### config.mk
export PLATFORM = sky130hd
export DESIGN_NAME = mdl_sdrdseq_flat
export DESIGN_NICKNAME = d
export VERILOG_FILES = /design/src/rtl/mdl_sdrdseq_pkg.sv /design/src/rtl/mdl_sdrdseq_if.sv /design/src/rtl/mdl_sdrdseq_wordfifo.sv /design/src/rtl/mdl_sdrdseq.sv /design/src/flat_wrapper.sv
export SDC_FILE = /design/constraint.sdc
export NUM_CORES = 1
export LEC_CHECK = 0
export BUFFER_PORTS_ARGS = -buffer_cell sky130_fd_sc_hd__buf_4
export CORE_MARGIN = 5
export CORE_UTILIZATION = 48
export CTS_CLUSTER_DIAMETER = 100
export CTS_CLUSTER_SIZE = 8
export DETAILED_ROUTE_END_ITERATION = 10
export PLACE_DENSITY = 0.71
export SETUP_SLACK_MARGIN = 0.02
export SLEW_MARGIN = 15
export SYNTH_ARGS = -nofsm -noshare
export SYNTH_HDL_FRONTEND = slang
export SYNTH_SLANG_ARGS = --single-unit
### constraint.sdc
create_clock -name sd_clk -period 4.9 [get_ports sd_clk]
set_clock_uncertainty 0.05 [all_clocks]
set_input_delay 0.245 -clock sd_clk [delete_from_list [all_inputs] [get_ports sd_clk]]
set_output_delay 0.245 -clock sd_clk [all_outputs]
set_load 0.005 [all_outputs]
### src/rtl/mdl_sdrdseq_pkg.sv
// Shared types and sizing helpers for the SD card-side read-block sequencer.
package mdl_sdrdseq_pkg;

   typedef enum logic [2:0] {
      ST_IDLE = 3'd0,
      ST_NAC  = 3'd1,
      ST_SEND = 3'd2,
      ST_GAP  = 3'd3,
      ST_DONE = 3'd4
   } state_t;

   localparam int WORD_W = 32;
   localparam int FIFO_W = WORD_W + 1;

   typedef struct packed {
      logic              last;
      logic [WORD_W-1:0] data;
   } fifo_word_t;

   function automatic int words_per_block(input int lgblk);
      return 1 << (lgblk - 2);
   endfunction

   // NAC and GAP share one down-the-line counter, sized for the larger wait.
   function automatic int delay_cnt_w(input int nac, input int gap);
      return $clog2((nac > gap) ? nac : gap) + 1;
   endfunction

endpackage

### src/rtl/mdl_sdrdseq_if.sv
// Command, memory and transmitter signals of the read-block sequencer.
interface mdl_sdrdseq_if #(
   parameter int AW = 16
);
   import mdl_sdrdseq_pkg::*;

   logic          i_cmd_stb;
   logic [AW-1:0] i_cmd_addr;
   logic [15:0]   i_cmd_nblk;
   logic          i_stop;
   logic          o_busy;
   logic          o_done;
   logic [15:0]   o_blk_count;
   logic          o_mem_rd;
   logic [AW-1:0] o_mem_addr;
   logic [31:0]   i_mem_data;
   logic          o_tx_en;
   logic          o_tx_valid;
   logic          i_tx_ready;
   logic [31:0]   o_tx_data;
   logic          o_tx_last;
   state_t        o_dbg_state;

   // Transmit handshake: a word moves on the falling sd_clk edge where
   // o_tx_valid && i_tx_ready; while o_tx_valid && !i_tx_ready the sequencer
   // holds o_tx_data/o_tx_last and keeps o_tx_valid high (only a stop drops it).
   modport slave (
      input  i_cmd_stb, i_cmd_addr, i_cmd_nblk, i_stop, i_mem_data, i_tx_ready,
      output o_busy, o_done, o_blk_count, o_mem_rd, o_mem_addr,
      output o_tx_en, o_tx_valid, o_tx_data, o_tx_last, o_dbg_state
   );

   modport master (
      output i_cmd_stb, i_cmd_addr, i_cmd_nblk, i_stop, i_mem_data, i_tx_ready,
      input  o_busy, o_done, o_blk_count, o_mem_rd, o_mem_addr,
      input  o_tx_en, o_tx_valid, o_tx_data, o_tx_last, o_dbg_state
   );

endinterface

### src/rtl/mdl_sdrdseq_wordfifo.sv
// Two-entry {last,data} word FIFO on the falling sd_clk edge, with synchronous flush.
module mdl_sdrdseq_wordfifo
   import mdl_sdrdseq_pkg::*;
(
   input  logic       sd_clk,
   input  logic       rst_n,
   input  logic       i_flush,
   input  logic       i_push,
   input  fifo_word_t i_data,
   input  logic       i_pop,
   output fifo_word_t o_head,
   output logic       o_empty,
   output logic [1:0] o_count
);

   fifo_word_t r_mem [2];
   logic       r_wr_ptr;
   logic       r_rd_ptr;
   logic [1:0] r_count;
   logic       w_do_push;
   logic       w_do_pop;

   // A push into a full FIFO is accepted only when the head leaves on the same edge.
   assign w_do_pop  = i_pop && (r_count != 2'd0);
   assign w_do_push = i_push && ((r_count != 2'd2) || w_do_pop);

   always_ff @(negedge sd_clk or negedge rst_n) begin
      if (!rst_n) begin
         r_mem[0] <= '0;
         r_mem[1] <= '0;
         r_wr_ptr <= 1'b0;
         r_rd_ptr <= 1'b0;
         r_count  <= 2'd0;
      end else if (i_flush) begin
         r_wr_ptr <= 1'b0;
         r_rd_ptr <= 1'b0;
         r_count  <= 2'd0;
      end else begin
         if (w_do_push) begin
            r_mem[r_wr_ptr] <= i_data;
            r_wr_ptr        <= ~r_wr_ptr;
         end
         if (w_do_pop) begin
            r_rd_ptr <= ~r_rd_ptr;
         end
         case ({w_do_push, w_do_pop})
            2'b10:   r_count <= r_count + 2'd1;
            2'b01:   r_count <= r_count - 2'd1;
            default: r_count <= r_count;
         endcase
      end
   end

   assign o_head  = r_mem[r_rd_ptr];
   assign o_empty = (r_count == 2'd0);
   assign o_count = r_count;

endmodule

### src/rtl/mdl_sdrdseq.sv
// Card-side read sequencer: prefetches block words from memory and streams them
// to the SD data transmitter with NAC access delay, inter-block gaps and stop.
module mdl_sdrdseq
   import mdl_sdrdseq_pkg::*;
#(
   parameter int AW    = 16,
   parameter int LGBLK = 9,
   parameter int NAC   = 8,
   parameter int GAP   = 64
) (
   input  logic          sd_clk,
   input  logic          rst_n,
   mdl_sdrdseq_if.slave  bus
);

   localparam int WPB = words_per_block(LGBLK);
   localparam int CW  = delay_cnt_w(NAC, GAP);
   localparam int RW  = $clog2(WPB) + 1;

   state_t        r_state;
   logic [CW-1:0] r_cnt;
   logic [RW-1:0] r_req;
   logic [AW-1:0] r_addr;
   logic [15:0]   r_nblk;
   logic [15:0]   r_blk_count;
   logic          r_mem_rd;
   logic          r_rd_last;
   logic          r_inflight;
   logic          r_infl_last;
   logic          r_tx_en;
   logic          r_done;

   fifo_word_t    w_head;
   fifo_word_t    w_push_word;
   logic          w_empty;
   logic [1:0]    w_count;
   logic          w_valid;
   logic          w_hs;
   logic          w_stop;
   logic          w_push;
   logic [2:0]    w_committed;
   logic          w_issue;

   // DONE is already on its way back to IDLE with o_done high, so stop is not re-taken there.
   assign w_stop  = bus.i_stop &&
                    ((r_state == ST_NAC) || (r_state == ST_SEND) || (r_state == ST_GAP));
   assign w_valid = (r_state == ST_SEND) && !w_empty;
   assign w_hs    = w_valid && bus.i_tx_ready && !bus.i_stop;
   assign w_push  = r_inflight && !w_stop;

   // Words the FIFO is committed to hold after this edge, before any new read.
   assign w_committed = {1'b0, w_count} + {2'b00, r_inflight} + {2'b00, r_mem_rd}
                        - {2'b00, w_hs};
   assign w_issue     = ((r_state == ST_NAC) || (r_state == ST_SEND)) && !bus.i_stop &&
                        (r_req < RW'(WPB)) && (w_committed < 3'd2);

   assign w_push_word.last = r_infl_last;
   assign w_push_word.data = bus.i_mem_data;

   mdl_sdrdseq_wordfifo u_fifo (
      .sd_clk  (sd_clk),
      .rst_n   (rst_n),
      .i_flush (w_stop),
      .i_push  (w_push),
      .i_data  (w_push_word),
      .i_pop   (w_hs),
      .o_head  (w_head),
      .o_empty (w_empty),
      .o_count (w_count)
   );

   always_ff @(negedge sd_clk or negedge rst_n) begin
      if (!rst_n) begin
         r_state     <= ST_IDLE;
         r_cnt       <= '0;
         r_req       <= '0;
         r_addr      <= '0;
         r_nblk      <= '0;
         r_blk_count <= '0;
         r_mem_rd    <= 1'b0;
         r_rd_last   <= 1'b0;
         r_inflight  <= 1'b0;
         r_infl_last <= 1'b0;
         r_tx_en     <= 1'b0;
         r_done      <= 1'b0;
      end else begin
         r_done      <= 1'b0;
         r_inflight  <= r_mem_rd;
         r_infl_last <= r_rd_last;
         r_mem_rd    <= w_issue;
         r_rd_last   <= w_issue && (r_req == RW'(WPB - 1));
         if (r_mem_rd) begin
            r_addr <= r_addr + AW'(1);
         end
         if (w_issue) begin
            r_req <= r_req + RW'(1);
         end

         if (w_stop) begin
            r_state    <= ST_IDLE;
            r_cnt      <= '0;
            r_tx_en    <= 1'b0;
            r_done     <= 1'b1;
            r_mem_rd   <= 1'b0;
            r_inflight <= 1'b0;
         end else begin
            case (r_state)
               ST_IDLE: begin
                  if (bus.i_cmd_stb && !bus.i_stop) begin
                     r_addr      <= bus.i_cmd_addr;
                     r_nblk      <= bus.i_cmd_nblk;
                     r_blk_count <= '0;
                     r_tx_en     <= 1'b1;
                     r_cnt       <= '0;
                     r_req       <= '0;
                     r_state     <= ST_NAC;
                  end
               end
               ST_NAC: begin
                  if (r_cnt == CW'(NAC - 1)) begin
                     r_cnt   <= '0;
                     r_state <= ST_SEND;
                  end else begin
                     r_cnt <= r_cnt + CW'(1);
                  end
               end
               ST_SEND: begin
                  if (w_hs && w_head.last) begin
                     if (r_blk_count != 16'hffff) begin
                        r_blk_count <= r_blk_count + 16'd1;
                     end
                     r_cnt   <= '0;
                     r_state <= ST_GAP;
                  end
               end
               ST_GAP: begin
                  if (r_cnt == CW'(GAP - 1)) begin
                     r_cnt <= '0;
                     if ((r_nblk != 16'd0) && (r_blk_count == r_nblk)) begin
                        r_tx_en <= 1'b0;
                        r_done  <= 1'b1;
                        r_state <= ST_DONE;
                     end else begin
                        r_req   <= '0;
                        r_state <= ST_NAC;
                     end
                  end else begin
                     r_cnt <= r_cnt + CW'(1);
                  end
               end
               ST_DONE: begin
                  r_state <= ST_IDLE;
               end
               default: begin
                  r_state <= ST_IDLE;
               end
            endcase
         end
      end
   end

   assign bus.o_busy      = (r_state != ST_IDLE);
   assign bus.o_done      = r_done;
   assign bus.o_blk_count = r_blk_count;
   assign bus.o_mem_rd    = r_mem_rd;
   assign bus.o_mem_addr  = r_addr;
   assign bus.o_tx_en     = r_tx_en;
   assign bus.o_tx_valid  = w_valid;
   assign bus.o_tx_data   = w_head.data;
   assign bus.o_tx_last   = w_valid && w_head.last;
   assign bus.o_dbg_state = r_state;

endmodule

### src/flat_wrapper.sv
// flat-port wrapper written by rule: the top's interface ports become plain ports
module mdl_sdrdseq_flat import mdl_sdrdseq_pkg::*;
#(
   parameter int AW    = 16,
   parameter int LGBLK = 9,
   parameter int NAC   = 8,
   parameter int GAP   = 64
)
  (sd_clk, rst_n, bus_i_cmd_stb, bus_i_cmd_addr, bus_i_cmd_nblk, bus_i_stop, bus_i_mem_data, bus_i_tx_ready, bus_o_busy, bus_o_done, bus_o_blk_count, bus_o_mem_rd, bus_o_mem_addr, bus_o_tx_en, bus_o_tx_valid, bus_o_tx_data, bus_o_tx_last, bus_o_dbg_state);
  mdl_sdrdseq_if #(.AW(AW)) bus_i ();
  input  logic sd_clk;
  input  logic rst_n;
  input wire logic [$bits(bus_i.i_cmd_stb)-1:0] bus_i_cmd_stb;
  input wire logic [$bits(bus_i.i_cmd_addr)-1:0] bus_i_cmd_addr;
  input wire logic [$bits(bus_i.i_cmd_nblk)-1:0] bus_i_cmd_nblk;
  input wire logic [$bits(bus_i.i_stop)-1:0] bus_i_stop;
  input wire logic [$bits(bus_i.i_mem_data)-1:0] bus_i_mem_data;
  input wire logic [$bits(bus_i.i_tx_ready)-1:0] bus_i_tx_ready;
  output wire logic [$bits(bus_i.o_busy)-1:0] bus_o_busy;
  output wire logic [$bits(bus_i.o_done)-1:0] bus_o_done;
  output wire logic [$bits(bus_i.o_blk_count)-1:0] bus_o_blk_count;
  output wire logic [$bits(bus_i.o_mem_rd)-1:0] bus_o_mem_rd;
  output wire logic [$bits(bus_i.o_mem_addr)-1:0] bus_o_mem_addr;
  output wire logic [$bits(bus_i.o_tx_en)-1:0] bus_o_tx_en;
  output wire logic [$bits(bus_i.o_tx_valid)-1:0] bus_o_tx_valid;
  output wire logic [$bits(bus_i.o_tx_data)-1:0] bus_o_tx_data;
  output wire logic [$bits(bus_i.o_tx_last)-1:0] bus_o_tx_last;
  output wire logic [$bits(bus_i.o_dbg_state)-1:0] bus_o_dbg_state;
  assign bus_i.i_cmd_stb = bus_i_cmd_stb;
  assign bus_i.i_cmd_addr = bus_i_cmd_addr;
  assign bus_i.i_cmd_nblk = bus_i_cmd_nblk;
  assign bus_i.i_stop = bus_i_stop;
  assign bus_i.i_mem_data = bus_i_mem_data;
  assign bus_i.i_tx_ready = bus_i_tx_ready;
  assign bus_o_busy = bus_i.o_busy;
  assign bus_o_done = bus_i.o_done;
  assign bus_o_blk_count = bus_i.o_blk_count;
  assign bus_o_mem_rd = bus_i.o_mem_rd;
  assign bus_o_mem_addr = bus_i.o_mem_addr;
  assign bus_o_tx_en = bus_i.o_tx_en;
  assign bus_o_tx_valid = bus_i.o_tx_valid;
  assign bus_o_tx_data = bus_i.o_tx_data;
  assign bus_o_tx_last = bus_i.o_tx_last;
  assign bus_o_dbg_state = bus_i.o_dbg_state;
  mdl_sdrdseq #(.AW(AW), .LGBLK(LGBLK), .NAC(NAC), .GAP(GAP)) u_core (.sd_clk(sd_clk), .rst_n(rst_n), .bus(bus_i));
endmodule
### Word level (Yosys, flattened, before mapping)

Index checks and enable logic that the tools add are counted.

| storage, ports and cells | value |
|---|---|
| bits in registers | 142 |
| input port bits | 69 |
| output and inout bits | 73 |
| word-level logic and storage cells | 146 |

| cells by class | value |
|---|---|
| add/subtract/negate cells | 9 |
| $lt $le $gt $ge | 5 |
| equality and inequality tests | 19 |
| multiplexer cells | 50 |
| bitwise operators | 5 |
| reductions and logical operators | 39 |

Operator list:

| cell | count |
|---|---|
| 33-bit two-way mux | 4 |
| 16-bit two-way mux | 7 |
| 66-bit bitwise mux | 1 |
| 8-bit two-way mux | 5 |
| 7-bit two-way mux | 5 |
| 33-bit demux with 1-bit select | 1 |
| 16-bit by 1-bit adder with 16-bit output, second input constant | 2 |
| 16-bit case mux with 2 select lines | 1 |
| 7-bit case mux with 4 select lines | 1 |
| 3-bit two-way mux | 6 |
| 16-bit equality test | 1 |
| 1-bit logical AND | 16 |
| 16-bit != test, second input constant | 1 |
| 8-bit case mux with 2 select lines | 1 |
| 16-bit nonzero test | 1 |
| 1-bit two-way mux | 14 |
| 3-bit by 2-bit != test with 1-bit output, second input constant | 4 |
| 3-bit case mux with 4 select lines | 1 |
| 3-bit nonzero test | 3 |
| 8-bit by 1-bit adder with 8-bit output, second input constant | 1 |
| 8-bit by 7-bit equality test with 1-bit output, second input constant | 1 |
| 8-bit < comparator, second input constant | 1 |
| 4-bit AND reduction | 2 |
| 2-bit nonzero test | 4 |
| 31 further kinds | 43 |

### Depth between registers and ports, before layout

Gate-level depths: netlist (run 1).

| depth | value |
|---|---|
| depth after elaboration | 13 |
| depth in mapped cells | 15 |
| gate-level depth less buffers | 14 |

### Cells and area by module

From an unflattened synthesis (run 1), not the netlist that was laid out.

| unflattened totals | value |
|---|---|
| cell total of the unflattened synthesis | 634 |
| area, all modules | 7135.6 µm² |

By module, submodules not included:

| module | instances | cells an instance | area an instance (µm²) | sequential area each (µm²) |
|---|---|---|---|---|
| mdl_sdrdseq | 1 | 433 | 3953.8 | 1801.7 |
| mdl_sdrdseq_wordfifo | 1 | 201 | 3181.8 | 1751.7 |

==> run summary, run 1 <==
The logs give 5265 for the number of global-route vias before repair and 4 for the number of levels in the clock H-tree. The biggest area contributor in the post-synthesis netlist is sky130_fd_sc_hd__dfrtn_1. The number of buffers added by the clock tree synthesis step is 17, and the clock latency at the later pin of the worst-skew pair is 390 ps.

Max-cap violations in this run came to 0. After detailed routing, the number of vias per cell comes to 5.32. In this run the cell area of the synthesized design comes to 6850 um^2. For this design the ratio of total power to cell area is 548 nW/um^2.

The tools report the initial core utilization as 49.1%. The die outline width came out at 129 um. In this run the clock root is driven by a sky130_fd_sc_hd__clkbuf_16.

Setup violations remaining at the end of the flow were counted as 10. Of all nets on the critical path, the largest fanout is 4. The net count of the mapped netlist was 684; the clock-pin slew on the worst setup and hold paths was 40 ps. The tools report the relative slew slack as 61.3%. Worst setup slack after layout: -713 ps.

For this run, the number of Yosys warnings is 0. The share of synthesized area in the top cell type comes to 51.9%. The total count of max-transition violations in the final report was 0; the number of detailed-route iterations in the first pass was 4. The average instance in the mapped netlist occupies 11.3 um^2. The filler cells instantiated in the layout total 1115. The repair_antennas step left the layout with diodes totalling 0. The tools report the nature of the critical path startpoint as a primary input. The die covers 16800 um^2. The run gives 0.00486 W as the final total power.

Entering global routing, the biggest net connects 63 pins. After floorplanning, the core was divided into 43 placement rows. The proportion of synthesized chip area in sequential cells was 51.9%.

Setup repair after global routing could not meet its margin everywhere. Routability-driven placement finished with a final weighted congestion of 0.873. By count the netlist is led by sky130_fd_sc_hd__dfrtn_1, sky130_fd_sc_hd__nand2_1, sky130_fd_sc_hd__mux2_2.

After synthesis, the cell types taking the most area are sky130_fd_sc_hd__dfrtn_1, sky130_fd_sc_hd__mux2_2, sky130_fd_sc_hd__nand2_1. Global routing consumed, over all layers together, 19.1% of the routing resources. The final setup TNS was -5640 ps. The logs give 0 for the number of routed nets with antenna violations and 8870 um^2 for the total non-filler cell area in the finished layout. The aggregate global routing overflow was 0; the top-level port count was 142. Counting flops with an async set or reset pin after synthesis yields a share of 100%. In the final design database the tool counted 838 nets. After clock tree synthesis, the flow added hold-fix buffers numbering 0. Traced cell by cell, the critical path runs through buf_6, or4b_4, or2_4, inv_2, ha_4, inv_2, ha_4, a21o_1, fa_1, or4_4, nor3_4, buf_4, nand4_1, xnor2_1, nor2_1. The worst-case IR drop observed on VDD is 0.000300 V. The first global-routing pass estimated 25600 um of wire.

The number of library cell types mapped by synthesis is 52. Data on the critical path arrives at its endpoint at 3340 ps. The number of antenna violations at the first check in global routing is 0, and the count of clock tree sinks is 142. The number of failing hold endpoints at the final stage is 0. At the pin with the least slew margin, the transition time is 577 ps. Summed over all cells, the static leakage comes to 4.18 nW.

The count of input and output buffers is 141, and the total vias in the final route is 5073. Cells fill 63.7% of the core in the end. Number of remaining DRC errors: 0. The critical path in this run is classified as primary input to register. On the critical path the largest part of the delay comes from simple AND/OR/NAND/NOR gates.

The final reports fail on negative setup slack. For this run, the leading register cell type out of synthesis is sky130_fd_sc_hd__dfrtn_1. The post-synthesis sequential element count came out at 142. The routed length per placed instance was 16.0 um. The run gives 2 as the maximum clock insertion buffer count.

The largest single stage delay on the critical path is 480 ps. The buffers plus inverters on the worst setup path is 4, and the overall die height is 129 um. Critical path capture point type: a register.

For the worst setup path, the data required time is 2630 ps. The instance area after placement is 8170 um^2, and the number of flops mapped to enable cells by yosys is 0. The core region is 13900 um^2. The min-delay analysis places its worst path in the category register to register. Of the cells placed in the final design, the portion with a size suffix greater than 1 is 38.5%. Relative to the synthesized area, the layout overhead comes to 29.5%. The slowest stage of the critical path belongs to the cell sky130_fd_sc_hd__or4b_4. By instance count, the leading cell after synthesis is sky130_fd_sc_hd__dfrtn_1. The post-detailed-placement half-perimeter wirelength was 10900 um; the worst setup slack after placement was -1160 ps.

TritonCTS built the clock tree. For the first-iteration detailed-routing DRC count, the log shows 203. The run finished, with violations left. Counting every instance in the synthesized netlist gives 608.

For this block, the routed nets add up to 15300 um of wire.
-- path summary, 6_finish.rpt --
kind | startpoint | endpoint | slack [ps] | cells after the start
hold / removal | u_core.r_rd_last | u_core.r_infl_last | 250 | 0
setup reg to reg | u_core.bus.o_dbg_state[1] | u_core.r_req[6] | 1090 | 15
hold reg to reg | u_core.r_rd_last | u_core.r_infl_last | 250 | 0
setup / recovery | bus_i_stop | u_core.r_req[6] | -710 | 15
max in group asynchronous | rst_n | u_core.u_fifo.r_mem[64] | 1870 | 2
min in group asynchronous | rst_n | u_core.u_fifo.r_mem[5] | 2110 | 1
-- metal layers --
metal  track usage [%]  wire length, um  share of wire [%]
met1              24.5             6680                 44
met2              30.7             7250                 48
met3              6.27             1060                6.9
met4              6.85              270                1.8
met5                 0                0                  0
-- where the power goes --
group / internal, W / leakage (nW) / total, W / switching [W]
Clock: 0.000888 / 0.301 / 0.00136 / 0.000471
Combinational: 0.000896 / 2.07 / 0.00152 / 0.000623
Sequential: 0.00165 / 1.82 / 0.00198 / 0.000329
Total: 0.00344 / 4.18 / 0.00486 / 0.00142
-- layout make-up --
type                       count  area [um^2]  area share, %
clock buffer                  21          470           5.30
tap                          180          225           2.54
timing repair buffer         163         1280           14.5
inverter                       9         33.8          0.381
sequential                   142         3550           40.1
multi-input combinational    429         3140           35.4
clock inverter                10          161           1.82
-- cell usage in the layout (no fill, tap or decap), drive strengths merged, types with 4 or more instances in the layout --
cell / Yosys / layout
dfrtn: 142 / 142
nor3: 10 / 10
ha: 6 / 6
mux2: 99 / 99
xnor2: 15 / 15
clkbuf: 17 / 21
o21ai: 33 / 33
xor2: 36 / 36
and3: 8 / 8
inv: 9 / 9
nand4: 18 / 18
or3: 7 / 7
nand3: 13 / 13
a21oi: 7 / 7
nor4: 10 / 10
o31ai: 4 / 4
nor2: 38 / 38
bufinv: 0 / 4
nand2: 88 / 88
buf: 11 / 163
-- logic make-up (layout without fill, tap and decap cells) --
kind of cell	after synthesis	count (layout)	synth area share, %
AO/OA/AOI/OAI	58	58	5.10
flip-flops	142	142	51.9
buffers and inverters	37	203	2.83
XOR/XNOR	51	51	6.52
multiplexers	102	102	16.7
adder cells (fa/ha/maj)	7	7	1.39
AND/OR/NAND/NOR	211	211	15.5
-- timing repair --
item,CTS,global route
buffers inserted,1,3
pin swaps,3,2
gates resized for setup,4,6
setup endpoints to repair,10,10
-- sequential cells by signal, indices dropped and copies added (netlist names), 2 cells and up --
register,cells
u_core.bus.o_dbg_state,3
u_core.bus.o_mem_addr,16
u_core.bus.o_blk_count,16
u_core.u_fifo.o_count,2
u_core.r_req,8
u_core.r_cnt,7
u_core.u_fifo.r_mem,66
u_core.r_nblk,16
-- stage by stage --
stage                     instances  hold slack [ps]
after floorplan                 608              242
after global placement          920              246
after detailed placement        920              247
after CTS                       952              248
after global routing            954              259
final                           954              247
(Power assumes the default switching activity.)
==> run 2, diff against run 1 <==
- ABC_AREA: default -> 1
- SLEW_MARGIN: 15 -> 40
==> run 2 against run 1 <==
Against the previous run:
- the run now ends clean
- combinational power grew 36%
- sequential power is essentially flat
- routed wire length grew 21%
- global-route usage grew 2.0 points
- design area grew 5.8%
- die area grew 7.6%
- register-to-register slack gained 620 ps
- critical path depth grew 3
- setup slack gained 770 ps
- non-clock buffer count shrank 1
- clock power shrank 4%
- critical path type unchanged
==> run summary, run 2 <==
The instance area after placement is 8730 um^2 (was 8170 um^2), and the routed length per placed instance is 14.3 um (was 16.0 um). Clock latency at the later pin of the worst-skew pair: 390 ps (about the same). The run gives 0 (was 10) as the setup-violating endpoint count in the final report. The final setup TNS was 0 ps (was -5640 ps). The power density of the placed cells is 568 nW/um^2 (was 548 nW/um^2), and the post-placement cell count is 1264 (was 920). The number of placement rows is 45 (was 43). Counting stages on the worst path, the most repeated cell is sky130_fd_sc_hd__nor2_2. For the number of buffers added by the clock tree synthesis step, the log shows 17 (unchanged). The cell taking the most area after synthesis is sky130_fd_sc_hd__dfrtn_1 (unchanged).

For the leakage power total, the log shows 4.54 nW (was 4.18 nW). The run finished with clean final reports. The run gives 0 (unchanged) as the total count of max-transition violations in the final report. Synth area leaders: sky130_fd_sc_hd__dfrtn_1, sky130_fd_sc_hd__nand2_1, sky130_fd_sc_hd__o21ai_0 (was sky130_fd_sc_hd__dfrtn_1, sky130_fd_sc_hd__mux2_2, sky130_fd_sc_hd__nand2_1). The run gives 2590 ps (was 3340 ps) as the data arrival time of the critical path.

The number of failing hold endpoints at the final stage came out at 0 (unchanged). Top library cells by usage in the layout, fill and taps aside: sky130_fd_sc_hd__nand2_1, sky130_fd_sc_hd__buf_4, sky130_fd_sc_hd__dfrtn_1, sky130_fd_sc_hd__o21ai_0, sky130_fd_sc_hd__inv_1 (was sky130_fd_sc_hd__buf_4, sky130_fd_sc_hd__dfrtn_1, sky130_fd_sc_hd__nand2_1, sky130_fd_sc_hd__mux2_2, sky130_fd_sc_hd__xor2_1). The total vias in the final route was 6587 (was 5073); the fraction of final layout cells sized beyond drive strength 1 was 23.5% (was 38.5%). The post-synthesis sequential element count works out to 142 (unchanged). Setup repair after global routing could not meet its margin everywhere.

The run gives 3550 um^2 (unchanged) as the register cell area after layout. The number of antenna violations at the first check in global routing was 0 (unchanged). The dominant delay contributor by cell family on the critical path is adder cells (was simple AND/OR/NAND/NOR gates).

The routability congestion estimate came out at 0.929 (was 0.873). The tools report the critical path capture point type as a register (unchanged). For the area of the die, the log shows 18000 um^2 (was 16800 um^2). Register containing the most flip-flops in the final layout: u_core.u_fifo.r_mem (unchanged). The count of input and output buffers is 141 (unchanged). The count of clock tree sinks was 142 (unchanged); the worst-case hold slack was 242 ps (was 247 ps). The number of maximum-capacitance constraint violations is 0 (unchanged). The final wirelength is 18500 um (was 15300 um), and the area of the core region is 15100 um^2 (was 13900 um^2). Class of the tightest hold or removal check: register to register (unchanged). The logs give 413 (was 203) for the first-iteration detailed-routing DRC count and 13200 um (was 10900 um) for the post-detailed-placement half-perimeter wirelength. Launch point of the worst reg-to-reg path: u_core.bus.o_dbg_state[0] (was u_core.bus.o_dbg_state[1]).

The count of fill cells added during filler insertion is 1380 (was 1115), and the mapped cell area is 7410 um^2 (was 6850 um^2). The logs give 0 (unchanged) for the number of diodes added for antenna fixing and 48.9% (was 49.1%) for the initial core utilization. The run gives 46.6% (was 61.3%) as the relative slew slack.

For the number of detailed-route iterations in the first pass, the log shows 5 (was 4). The count of cell instances traversed by the critical path is 18 (was 15). The final total power came out at 0.00533 W (was 0.00486 W). The peak fanout along the critical path was 3 (was 4); the net count of the mapped netlist was 1026 (was 684). The pin count of the biggest net entering global routing was 80 (was 63); the net count reported at finish was 1173 (was 838). For the first-pass GRT wire length, the log shows 31000 um (was 25600 um). The fraction of post-synthesis cell area in the top cell type by area is 48.0% (was 51.9%), and the required time at the endpoint of the critical path is 2640 ps (was 2630 ps). The cell with the largest stage delay on the worst path is sky130_fd_sc_hd__fa_1 (was sky130_fd_sc_hd__or4b_4). The slew at the pin closest to its max-slew limit was 799 ps (was 577 ps); the largest stage delay on the critical path was 460 ps (was 480 ps).

The average cell area after synthesis came out at 7.80 um^2 (was 11.3 um^2). The instance count along the most critical hold path was 0 (unchanged); the number of flops mapped to enable cells by yosys was 0 (unchanged). The post-synthesis instance total was 950 (was 608).

The tools report the number of routed nets with antenna violations as 0 (unchanged). The clock-pin slew on the worst setup and hold paths works out to 50 ps (was 40 ps). Worst hold endpoint: u_core.r_infl_last (unchanged).

The nature of the critical path startpoint was a primary input (unchanged). The number of levels in the clock H-tree is 4 (unchanged). The commonest non-fill, non-tap cell in the layout was sky130_fd_sc_hd__nand2_1 (was sky130_fd_sc_hd__buf_4). The flip-flop count of the largest register after layout was 66 (unchanged). The worst vdd rail ir drop is 0.000292 V (was 0.000300 V), and the area growth from synthesis to layout is 26.7% (was 29.5%). Most instantiated flip-flop cell in the synthesis netlist: sky130_fd_sc_hd__dfrtn_1 (unchanged). The reg-to-reg setup timing slack is 1710 ps (was 1090 ps).

Most instantiated cells after synthesis: sky130_fd_sc_hd__nand2_1, sky130_fd_sc_hd__dfrtn_1, sky130_fd_sc_hd__inv_1, sky130_fd_sc_hd__o21ai_0, sky130_fd_sc_hd__nor2_1 (was sky130_fd_sc_hd__dfrtn_1, sky130_fd_sc_hd__nand2_1, sky130_fd_sc_hd__mux2_2). The async set-or-reset flop fraction in the synthesized netlist is 100% (unchanged), and the total of warnings raised by yosys is 0 (unchanged). The tools report the startpoint of the tightest hold check path as u_core.r_rd_last (unchanged).

For the final non-filler cell total, the log shows 1298 (was 954). The top-level port count is 142 (unchanged), and the aggregate global routing overflow is 0 (unchanged). For the all-layer global routing usage, the log shows 21.1% (was 19.1%).

Cell chain of the critical path: buf_8, clkinvlp_4, nand3_4, inv_4, ha_4, inv_2, ha_4, a21o_1, fa_1, nor2_2, nand2_1, nor2_1, nand2_2, nor2_2, nand3_2, nor2_2, xnor2_1, nor2_1 (was buf_6, or4b_4, or2_4, inv_2, ha_4, inv_2, ha_4, a21o_1, fa_1, or4_4, nor3_4, buf_4, nand4_1, xnor2_1, nor2_1). The number of library cell types mapped by synthesis was 40 (was 52); the buffers plus inverters on the worst setup path was 4 (unchanged). The run gives 9390 um^2 (was 8870 um^2) as the total non-filler cell area in the finished layout. For the proportion of synthesized chip area in sequential cells, the log shows 48.0% (was 51.9%). The number of remaining DRC errors is 0 (unchanged). The most used standard cell by instance count after synthesis is sky130_fd_sc_hd__nand2_1 (was sky130_fd_sc_hd__dfrtn_1).

For the maximum clock insertion buffer count, the log shows 2 (unchanged). TritonCTS built the clock tree. The critical path start-end classification is primary input to register (unchanged). The tools report the multi-input gate area in the final layout as 3300 um^2 (was 3140 um^2).

Die outline width: 134 um (was 129 um). Root buffer cell: sky130_fd_sc_hd__clkbuf_16 (unchanged). Cell count of the worst reg-to-reg path: 19 (was 15).

Capturing point of the worst reg2reg path: u_core.r_req[5] (was u_core.r_req[6]). The detail-routed via count per cell is 5.07 (was 5.32), and the overall die height is 134 um (was 129 um). Number of global-route vias before repair: 6466 (was 5265).
## run 2: cell types whose count changed in the layout (fill, tap and decap cells not counted), moves of 30 or more
| cell | previous run | this run |
|---|---|---|
| sky130_fd_sc_hd__nand2_1 | 87 | 278 |
| sky130_fd_sc_hd__inv_1 | 7 | 107 |
| sky130_fd_sc_hd__mux2_2 | 80 | 0 |
| sky130_fd_sc_hd__o21ai_0 | 33 | 110 |
| sky130_fd_sc_hd__nor2_1 | 35 | 66 |
| sky130_fd_sc_hd__nand3_1 | 13 | 43 |
## run 2: cells by family after synthesis
logic type,synth area share (%)
simple gates,26.0
fa+ha+maj,1.28
compound gates,13.8
xor+xnor,2.72
flops,48.0
buf+inv,8.27
## run 2: power by group
| part | switching, W | internal [W] |
|---|---|---|
| registers | 0.000301 | 0.00166 |
| logic | 0.00116 | 0.000907 |
| clock network | 0.000512 | 0.000793 |
| total | 0.00197 | 0.00336 |
## run 2: cell type report
| type | instances | share of cell area (%) |
|---|---|---|
| sequential | 142 | 37.9 |
| multi-input combinational | 661 | 35.1 |
| timing repair buffer | 162 | 13.5 |
| clock buffer | 20 | 4.97 |
| inverter | 113 | 4.58 |
| tap | 188 | 2.51 |
| clock inverter | 12 | 1.44 |
## run 2: how the worst max path moves through the flow
stage | end | from | slack, ps
after floorplan | u_core.r_req[6] | bus_i_stop | -230
after global placement | u_core.r_req[6] | bus_i_stop | -340
final | u_core.r_req[5] | bus_i_stop | 50
after global routing | u_core.r_req[6] | bus_i_stop | -150
after detailed placement | u_core.r_req[6] | bus_i_stop | -400
after CTS | u_core.r_req[5] | bus_i_stop | 50
## run 2: repair_timing
| item | CTS | global route |
|---|---|---|
| gates cloned | 0 | 0 |
| pin swaps | 1 | 14 |
| hold buffers | 0 | 0 |
| setup endpoints to repair | 1 | 7 |
| gates resized for setup | 0 | 10 |
| hold endpoints to repair | 0 | 0 |
| setup buffers | 0 | 2 |
## run 2: through the flow
stage	setup WS (ps)	utilization, %
floorplan	-230	-
global placement	-340	57.7
detailed placement	-404	57.7
CTS	52.1	61.6
global route	-145	62.0
finish	54.4	62.0
## run 2: worst register-to-register path: cells and delay by family (launching register included)
| family | cells | cell delay, ps |
|---|---|---|
| AO/OA/AOI/OAI | 1 | 160 |
| flip-flops | 1 | 410 |
| AND/OR/NAND/NOR | 12 | 1320 |
| adder cells (fa/ha/maj) | 3 | 840 |
| buffers and inverters | 2 | 130 |
| XOR/XNOR | 1 | 130 |
## run 2: metal layers
layer / global-route usage, % / wire, um
met5: 0 / 0
met4: 7.86 / 349
met3: 5.93 / 1170
met2: 33.7 / 8760
met1: 27.5 / 8250
